### src/rtl/uart_pkg.sv
// Shared UART definitions: FSM state encodings, frame constants and bit-timing helper.
package uart_pkg;

  typedef enum logic [2:0] {
    ST_IDLE,
    ST_START,
    ST_DATA,
    ST_PARITY,
    ST_STOP
  } uart_state_e;

  localparam int unsigned DATA_BITS = 8;
  localparam int unsigned STOP_BITS = 1;

  function automatic int unsigned clks_per_bit(input int unsigned clock_freq,
                                               input int unsigned baud_rate);
    return clock_freq / baud_rate;
  endfunction

endpackage

### src/rtl/uart_tx_fifo.sv
// Byte FIFO for the UART transmitter: registered read/write pointers plus an occupancy count.
module uart_tx_fifo #(
  parameter int DEPTH = 4
) (
  input  logic                     clk_i,
  input  logic                     rst_i,
  input  logic                     push_i,
  input  logic                     pop_i,
  input  logic [7:0]               wdata_i,
  output logic [7:0]               rdata_o,
  output logic                     full_o,
  output logic                     empty_o,
  output logic [$clog2(DEPTH):0]   count_o
);

  localparam int AW = $clog2(DEPTH);

  logic [7:0]    mem_q [DEPTH];
  logic [AW-1:0] wr_ptr_q, rd_ptr_q;
  logic [AW:0]   count_q, count_d;

  // Storage needs no reset; pointers and count define what is valid.
  always_ff @(posedge clk_i) begin
    if (push_i) mem_q[wr_ptr_q] <= wdata_i;
  end

  always_comb begin
    count_d = count_q;
    case ({push_i, pop_i})
      2'b10:   count_d = count_q + 1'b1;
      2'b01:   count_d = count_q - 1'b1;
      default: count_d = count_q;
    endcase
  end

  always_ff @(posedge clk_i or posedge rst_i) begin
    if (rst_i) begin
      wr_ptr_q <= '0;
      rd_ptr_q <= '0;
      count_q  <= '0;
    end else begin
      if (push_i) wr_ptr_q <= wr_ptr_q + 1'b1;
      if (pop_i)  rd_ptr_q <= rd_ptr_q + 1'b1;
      count_q <= count_d;
    end
  end

  assign rdata_o = mem_q[rd_ptr_q];
  assign full_o  = (count_q == (AW+1)'(DEPTH));
  assign empty_o = (count_q == '0);
  assign count_o = count_q;

endmodule

### src/rtl/uart_tx.sv
// UART transmitter: FIFO-buffered bytes serialised as 8N1 frames, or 8E1 when
// UART_TX_PARITY_EN is defined.
module uart_tx
  import uart_pkg::*;
#(
  parameter int BAUD_RATE  = 9600,
  parameter int CLOCK_FREQ = 50000000,
  parameter int FIFO_DEPTH = 4
) (
  input  logic       clk,
  input  logic       rst,
  input  logic [7:0] tx_data,
  input  logic       tx_valid,
  output logic       tx_ready,
  output logic       data_out,
  output logic       busy
);

  localparam int unsigned CPB    = clks_per_bit(CLOCK_FREQ, BAUD_RATE);
  localparam logic [31:0] CPB_M1 = 32'(CPB - 1);
  localparam logic [2:0]  IDX_LAST = 3'(DATA_BITS - 1);

  uart_state_e state_q, state_d;
  logic [31:0] cnt_q, cnt_d;
  logic [2:0]  idx_q, idx_d;
  logic [7:0]  shift_q, shift_d;
  logic        data_out_q, data_out_d;
  logic        bit_end, load;

  logic        push, full, empty;
  logic [7:0]  rdata;
  logic [$clog2(FIFO_DEPTH):0] count;

`ifdef UART_TX_PARITY_EN
  logic par_q, par_d;
`endif

  assign tx_ready = !full;
  assign push     = tx_valid && tx_ready;

  uart_tx_fifo #(.DEPTH(FIFO_DEPTH)) u_fifo (
    .clk_i   (clk),
    .rst_i   (rst),
    .push_i  (push),
    .pop_i   (load),
    .wdata_i (tx_data),
    .rdata_o (rdata),
    .full_o  (full),
    .empty_o (empty),
    .count_o (count)
  );

  assign bit_end = (cnt_q == CPB_M1);

  always_comb begin
    state_d    = state_q;
    cnt_d      = bit_end ? '0 : cnt_q + 32'd1;
    idx_d      = idx_q;
    shift_d    = shift_q;
    data_out_d = 1'b1;
    load       = 1'b0;
`ifdef UART_TX_PARITY_EN
    par_d      = par_q;
`endif
    case (state_q)
      ST_IDLE: begin
        cnt_d = '0;
        if (!empty) begin
          load    = 1'b1;
          state_d = ST_START;
        end
      end
      ST_START: begin
        data_out_d = 1'b0;
        if (bit_end) state_d = ST_DATA;
      end
      ST_DATA: begin
        data_out_d = shift_q[0];
        if (bit_end) begin
          shift_d = {1'b0, shift_q[7:1]};
          idx_d   = idx_q + 3'd1;
`ifdef UART_TX_PARITY_EN
          if (idx_q == IDX_LAST) state_d = ST_PARITY;
`else
          if (idx_q == IDX_LAST) state_d = ST_STOP;
`endif
        end
      end
`ifdef UART_TX_PARITY_EN
      ST_PARITY: begin
        data_out_d = par_q;
        if (bit_end) state_d = ST_STOP;
      end
`endif
      ST_STOP: begin
        if (bit_end) begin
          // Chain straight into the next start bit when more bytes are queued.
          if (!empty) begin
            load    = 1'b1;
            state_d = ST_START;
          end else begin
            state_d = ST_IDLE;
          end
        end
      end
      default: state_d = ST_IDLE;
    endcase
    if (load) begin
      shift_d = rdata;
`ifdef UART_TX_PARITY_EN
      par_d   = ^rdata;
`endif
    end
  end

  always_ff @(posedge clk or posedge rst) begin
    if (rst) begin
      state_q    <= ST_IDLE;
      cnt_q      <= '0;
      idx_q      <= '0;
      shift_q    <= '0;
      data_out_q <= 1'b1;
`ifdef UART_TX_PARITY_EN
      par_q      <= 1'b0;
`endif
    end else begin
      state_q    <= state_d;
      cnt_q      <= cnt_d;
      idx_q      <= idx_d;
      shift_q    <= shift_d;
      data_out_q <= data_out_d;
`ifdef UART_TX_PARITY_EN
      par_q      <= par_d;
`endif
    end
  end

  // Registered line output: the start bit appears two edges after acceptance.
  assign data_out = data_out_q;
  assign busy     = (state_q != ST_IDLE) || (count != '0);

endmodule

### config.mk
export PLATFORM = sky130hd
export DESIGN_NAME = uart_tx
export DESIGN_NICKNAME = d
export VERILOG_FILES = /design/src/rtl/uart_pkg.sv /design/src/rtl/uart_tx_fifo.sv /design/src/rtl/uart_tx.sv
export SDC_FILE = /design/constraint.sdc
export NUM_CORES = 1
export LEC_CHECK = 0
export CAP_MARGIN = 0
export CORE_AREA = 2 2 100 102
export CTS_BUF_LIST = sky130_fd_sc_hd__clkbuf_4
export DETAILED_ROUTE_END_ITERATION = 8
export DIE_AREA = 0 0 102 104
export HOLD_SLACK_MARGIN = 0.05
export MAX_ROUTING_LAYER = met4
export PLACE_DENSITY = 0.58
export SYNTH_ARGS = -nofsm -noshare
export SYNTH_HDL_FRONTEND = slang
export SYNTH_SLANG_ARGS = --single-unit
export TNS_END_PERCENT = 100
### constraint.sdc
create_clock -name clk -period 3 [get_ports clk]
set_input_delay 0.6 -clock clk [delete_from_list [all_inputs] [get_ports clk]]
set_output_delay 0.6 -clock clk [all_outputs]
set_load 0.005 [all_outputs]
==> results of run 1 <==
==> cell type report <==
cell class	count	area [µm²]	share of cell area (%)
Sequential cell	86	2310	51.1
Multi-Input combinational cell	200	1650	36.4
Tap cell	133	166	3.68
Timing Repair Buffer	16	165	3.65
Inverter	30	113	2.49
Clock buffer	9	67.6	1.49
Clock inverter	7	53.8	1.19
==> per-layer routing <==
layer  global-route usage (%)  wire length [µm]  vias to the layer above
li1                         -                 -                     1206
met1                     20.7              3400                     1224
met2                     23.7              3540                       33
met3                     3.43               246                       14
met4                     5.62               125                        0
met5                        -                 0                        -
==> final timing paths <==
| check | to | slack, ns | depth (start not counted) |
|---|---|---|---|
| setup reg to reg | u_fifo.count_o[1] | 0.30 | 7 |
| hold reg to reg | idx_q[0] | 0.48 | 1 |
| min in group asynchronous | cnt_q[2] | 0.51 | 2 |
| hold / removal | idx_q[0] | 0.48 | 1 |
| setup / recovery | u_fifo.count_o[1] | 0.30 | 7 |
| max in group asynchronous | data_out | 1.88 | 3 |
==> per-stage QoR <==
step / hold WS (ns) / area (µm²) / worst slack (ns)
floorplan: 0.448 / 4160 / 0.441
detailed placement: 0.465 / 4410 / 0.285
global route: 0.528 / 4530 / 0.138
global placement: 0.465 / 4410 / 0.340
CTS: 0.486 / 4530 / 0.292
finish: 0.483 / 4530 / 0.304
==> power by group through the flow <==
stage	Combinational [mW]	Sequential (mW)	Clock, mW
after floorplan	0.512	1.57	0
after global placement	0.596	1.65	0
after detailed placement	0.614	1.65	0
after CTS	0.612	1.63	0.638
after global routing	0.670	1.66	0.682
final	0.599	1.63	0.612
==> layout by cell type, fill, tap and decap left out, drive strengths merged, types with 2 or more instances in the layout <==
cell type      instances
inv                   35
edfxtp                32
and4                   3
and3                   8
a2bb2oi                2
a31o                   2
nor4                  12
nor2                  43
xnor2                 14
o21bai                 2
dfrtp                 53
and4bb                 2
nand4                 16
nand2                  9
mux4                   8
nor3                   8
mux2                   4
a211oi                 3
xor2                  18
a222oi                 7
clkinv                 2
nor2b                  2
nand3                 11
and2                   2
buf                    3
or2                    2
o21ai                  3
a21oi                  2
clkdlybuf4s50         13
clkbuf                 9
ha                     8
==> worst max-delay path, cell delays in order (launching register included) <==
cell and delay [ns]:
dfrtp_1 0.47, nor4_2 0.44, nand4_4 0.25, o21ai_2 0.27
and2_4 0.26, ha_1 0.22, fa_1 0.42, mux2_2 0.27
==> flip-flops by register name, indices dropped and copies added, names as in the netlist <==
register and flops:
cnt_q 32, u_fifo.mem_q 32, shift_q 8, idx_q 3, state_q 3, u_fifo.count_o 3
u_fifo.rd_ptr_q 2, u_fifo.wr_ptr_q 2, data_out 1
==> cell families (layout without fill, tap and decap cells) <==
family | Yosys count | count (layout)
xor+xnor | 32 | 32
simple gates | 122 | 122
fa+ha+maj | 9 | 9
mux | 12 | 12
flops | 86 | 86
compound gates | 25 | 25
buf+inv | 40 | 62
==> results_dict.tcl, run 1 <==
set metrics [dict create \
    synth_top_family_by_area "simple AND/OR/NAND/NOR gates" \
    p_per_area_mw_per_mm2 627 \
    cap_viol_max_count 0 \
    yosysMostFrequentCell "dfrtp_1" \
    netlist-cell-type-count 53 \
    clock_path_buffers 2 \
    p_seq_share_pct 57.3 \
    hold_viol 0 \
    cts_resized 0 \
    drt_iter0_markers 104 \
    clock_latency_ns 0.43 \
    outcome "finished clean" \
    synth_nets 346 \
    dp.cells 465 \
    yosysTopAreaCell "dfrtp_1" \
    reg2reg_from "cnt_q[3]" \
    start_util_pct 43.5 \
    synth-edff-count 32 \
    routed_wl_um 7310 \
    final_max_slew_viol_count 0 \
    synth_flop_cell "dfrtp_1" \
    slew_headroom_pct 54.6 \
    criticalPathCategory "reg2reg" \
    pwr-share-comb_pct 21.1 \
    finalPower_mw 2.84 \
    synthCells 326 \
    core-area_mm2 0.00955 \
    yosys.area_share.simple_pct 18.9 \
    critPathMaxFanout 10 \
    clkPwrFrac_pct 21.6 \
    p_leak_nw 1.84 \
    fill_cells 864 \
    cp_data_required_time_ns 3.33 \
    skew_ns 0.0186 \
    max_freq_mhz 371 \
    routabilityCongestion 0.800 \
    io_buffers 13 \
    tritoncts "done" \
    crit_path_start_kind "register" \
    min_path_type "reg2reg" \
    synth-async-reset-ratio_pct 62.8 \
    cts_root_buf "clkbuf_4" \
    worst-endpoint-arrival_ns 3.03 \
    crit_path_start "cnt_q[3]" \
    grt_usage_pct 15.6 \
    post-cts-setup-buffers 0 \
    grt_max_degree 31 \
    clock_sinks 86 \
    power_switching_uw 922 \
    diodes 0 \
    drtPass1Iterations 5 \
    internal_power_mw 1.92 \
    fp.dieW_um 102 \
    yosys-top-cells-count "53 x dfrtp_1, 42 x nor2_1, 32 x edfxtp_1" \
    stdcell_count 481 \
    synthXorXnorAreaFrac_pct 6.93 \
    dpl.hpwl_um 5040 \
    rsz0062_at_grt "no" \
    post-route-period-util_pct 89.9 \
    crit_path_end_kind "register" \
    num_rows 36 \
    cts_inserted_buffers 9 \
    ys_seq_elements 86 \
    drive_gt1_share_pct 15.8 \
    post-route-min-period_ns 2.70 \
    synth-compound-area-share_pct 5.48 \
    h-tree-depth 3 \
    drc 0 \
    tns_ns 0 \
    cts_hold_buf 0 \
    grt.overflow.total 0 \
    fp.dieH_um 104 \
    yosys_warnings 0 \
    num_vias 2477 \
    ios 14 \
    clkTransAtPathRegs_ns 0.15 \
    die-area_mm2 0.0106 \
    tightest_slew_ns 0.676 \
    avgSynthCellArea_um2 12.7 \
    yosys.area_share.adder_pct 2.89 \
    grt_first_pass_wirelength_um 12700 \
    synthMuxAreaShare_pct 5.51 \
    syn2layout_area_growth_pct 8.97 \
    synth_area_mm2 0.00416 \
    min_from "idx_q[0]" \
    grt_pass1_vias 2599 \
    vias_per_cell 5.15 \
    wl_per_cell_um 15.2 \
    route.antenna.remaining_nets 0 \
    yosysSeqAreaShare_pct 55.7 \
    ys_top_cells_by_area "dfrtp_1 32%, edfxtp_1 23%, mux4_2 4.3%" \
    fin_nets 363 \
    switching_share_pct 32.5 \
    setup_viol 0 \
    antenna_found_initial 0 \
    final_util_pct 47.4 \
    vdd_ir_drop_max_uv 352 \
    synth_top_area_share_pct 31.9 \
]
No activity file was read; power rests on OpenSTA's default activity.
==> run 2, diff against run 1 <==
--- a/config.mk
+++ b/config.mk
@@ -7,7 +7,7 @@
 export LEC_CHECK = 0
 export CAP_MARGIN = 0
 export CORE_AREA = 2 2 100 102
-export CTS_BUF_LIST = sky130_fd_sc_hd__clkbuf_4
+export CTS_CLUSTER_DIAMETER = 30
 export DETAILED_ROUTE_END_ITERATION = 8
 export DIE_AREA = 0 0 102 104
 export HOLD_SLACK_MARGIN = 0.05
==> constraint.sdc (replaced) <==
create_clock -name clk -period 2.69 [get_ports clk]
set_input_delay 0.538 -clock clk [delete_from_list [all_inputs] [get_ports clk]]
set_output_delay 0.538 -clock clk [all_outputs]
set_load 0.005 [all_outputs]
==> run 2 against run 1 <==
Effect of this change: critical path depth increased by 1; routed wire length decreased by 0.59%; clock power increased by 53%; power increased by 21%; sequential power increased by 11%; die area unchanged; cell count increased by 0.83%; combinational power increased by 13%; via count increased by 0.93%; critical path type unchanged; critical endpoint unchanged.
==> results_dict.tcl, run 2 (same netlist as run 1, synthesis figures left out) <==
set metrics [dict create \
    tightest_slew_ns 0.614 \
    largest_registers "cnt_q (32), u_fifo.mem_q (32), shift_q (8)" \
    critPathMaxFanout 10 \
    tritoncts "done" \
    rsz0062_at_grt "no" \
    criticalPathCategory "reg2reg" \
    grt_pass1_vias 2555 \
    io_buffers 13 \
    routed_wl_um 7270 \
    cts_hold_buf 0 \
    grt_first_pass_wirelength_um 12800 \
    crit_path_start_kind "register" \
    cp_slowest_cell "dfrtp_1" \
    drt_iter0_markers 124 \
    max_stage_delay_ns 0.43 \
    crit_family "adder cells" \
    vias_per_cell 5.15 \
    syn2layout_area_growth_pct 11.7 \
    min_path_type "reg2reg" \
    post-route-period-util_pct 92.0 \
    start_util_pct 43.5 \
    max_freq_mhz 404 \
    p_leak_nw 1.89 \
    cts_resized 0 \
    tns_ns 0 \
    cp_data_required_time_ns 2.94 \
    min_to "idx_q[0]" \
    r2r_cells 8 \
    fin_ws_ns 0.216 \
    h-tree-depth 3 \
    final_cell_mix "53 x dfrtp_1, 42 x nor2_1, 32 x edfxtp_1, 29 x inv_1, 17 x xor2_1" \
    holdPathStages 1 \
    drive_gt1_share_pct 16.5 \
    skew_ns 0.0144 \
    antenna_found_initial 0 \
    worst_r2r_endpoint "u_fifo.count_o[1]" \
    vdd_ir_drop_max_uv 408 \
    post-route-min-period_ns 2.47 \
    slew_headroom_pct 59.1 \
    cts_root_buf "clkbuf_8" \
    drtPass1Iterations 4 \
    fp.dieW_um 102 \
    route.antenna.remaining_nets 0 \
    num_rows 36 \
    post-cts-setup-buffers 0 \
    clock_latency_ns 0.36 \
    wl_per_cell_um 15.0 \
    clkTransAtPathRegs_ns 0.10 \
    hold_viol 0 \
    layout_commonest_cell "dfrtp_1" \
    post-place-ws_ns 0.204 \
    clock_sinks 86 \
    num_vias 2500 \
    dpl.hpwl_um 5050 \
    min_from "idx_q[0]" \
    die-area_mm2 0.0106 \
    ff2ff_setup_slack_ns 0.22 \
    cts_inserted_buffers 9 \
    crit_path_end_kind "register" \
    fp.dieH_um 104 \
    setup_viol 0 \
    drc 0 \
    cp_num_buf_inv 0 \
    cp_common_cell "ha_1" \
    grt_max_degree 35 \
    final_util_pct 48.6 \
    cap_viol_max_count 0 \
    grt_usage_pct 15.7 \
    clock_path_buffers 2 \
    fin_nets 367 \
    routabilityCongestion 0.739 \
    reg2reg_from "cnt_q[0]" \
    stdcell_count 485 \
    dp.cells 469 \
    p_per_area_mw_per_mm2 738 \
    fill_cells 858 \
    diodes 0 \
    final_max_slew_viol_count 0 \
    outcome "finished clean" \
    core-area_mm2 0.00955 \
    ios 14 \
    worst-endpoint-arrival_ns 2.73 \
    cp_cell_sequence "ha_1 -> and4b_1 -> nand4_4 -> o21ai_2 -> and2_4 -> ha_1 -> fa_1 -> mux2_2" \
    grt.overflow.total 0 \
]
==> run 2: worst max-delay path by stage <==
stage          startpoint                 to  slack [ns]  cells past startpoint
2_1_floorplan    cnt_q[0]  u_fifo.count_o[1]        0.13                      9
3_3_place_gp     cnt_q[0]  u_fifo.count_o[1]        0.25                      8
3_5_place_dp     cnt_q[0]  u_fifo.count_o[1]        0.20                      8
4_1_cts          cnt_q[0]  u_fifo.count_o[1]        0.20                      8
5_1_grt          cnt_q[1]  u_fifo.count_o[1]        0.05                      8
6_report         cnt_q[0]  u_fifo.count_o[1]        0.22                      8
==> run 2: cell type report <==
| class | instances | area (µm²) | area share, % |
|---|---|---|---|
| Clock buffer | 9 | 124 | 2.67 |
| Clock inverter | 7 | 81.3 | 1.75 |
| Inverter | 30 | 113 | 2.43 |
| Multi-Input combinational cell | 200 | 1650 | 35.5 |
| Sequential cell | 86 | 2310 | 49.8 |
| Tap cell | 133 | 166 | 3.58 |
| Timing Repair Buffer | 20 | 195 | 4.20 |
==> run 2: per-layer routing <==
| layer | track usage (%) | vias to the layer above | routed length (µm) |
|---|---|---|---|
| met5 | - | - | 0 |
| met2 | 23.1 | 33 | 3470 |
| met4 | 6.38 | 0 | 104 |
| met1 | 21.5 | 1234 | 3540 |
| li1 | - | 1225 | - |
| met3 | 2.69 | 8 | 147 |
==> run 2: per-stage QoR <==
stage / instance area, µm² / power, mW / hold slack, ns
finish: 4640 / 3.43 / 0.486
global route: 4640 / 3.65 / 0.503
CTS: 4640 / 3.48 / 0.491
detailed placement: 4440 / 2.53 / 0.473
global placement: 4440 / 2.51 / 0.466
floorplan: 4160 / 2.32 / 0.448
==> run 2: power by group <==
| part | total, mW | internal (mW) | switching (mW) |
|---|---|---|---|
| clock | 0.939 | 0.444 | 0.495 |
| sequential | 1.81 | 1.60 | 0.209 |
| combinational | 0.676 | 0.341 | 0.335 |
| total | 3.43 | 2.39 | 1.04 |
==> run 3, diff against run 2 <==
--- a/config.mk
+++ b/config.mk
@@ -7,6 +7,7 @@
 export LEC_CHECK = 0
 export CAP_MARGIN = 0
 export CORE_AREA = 2 2 100 102
+export CTS_BUF_LIST = sky130_fd_sc_hd__clkbuf_8
 export CTS_CLUSTER_DIAMETER = 30
 export DETAILED_ROUTE_END_ITERATION = 8
 export DIE_AREA = 0 0 102 104
==> results of run 3 <==
Same layout as run 2: the final DEF is identical, and so are final timing and power.
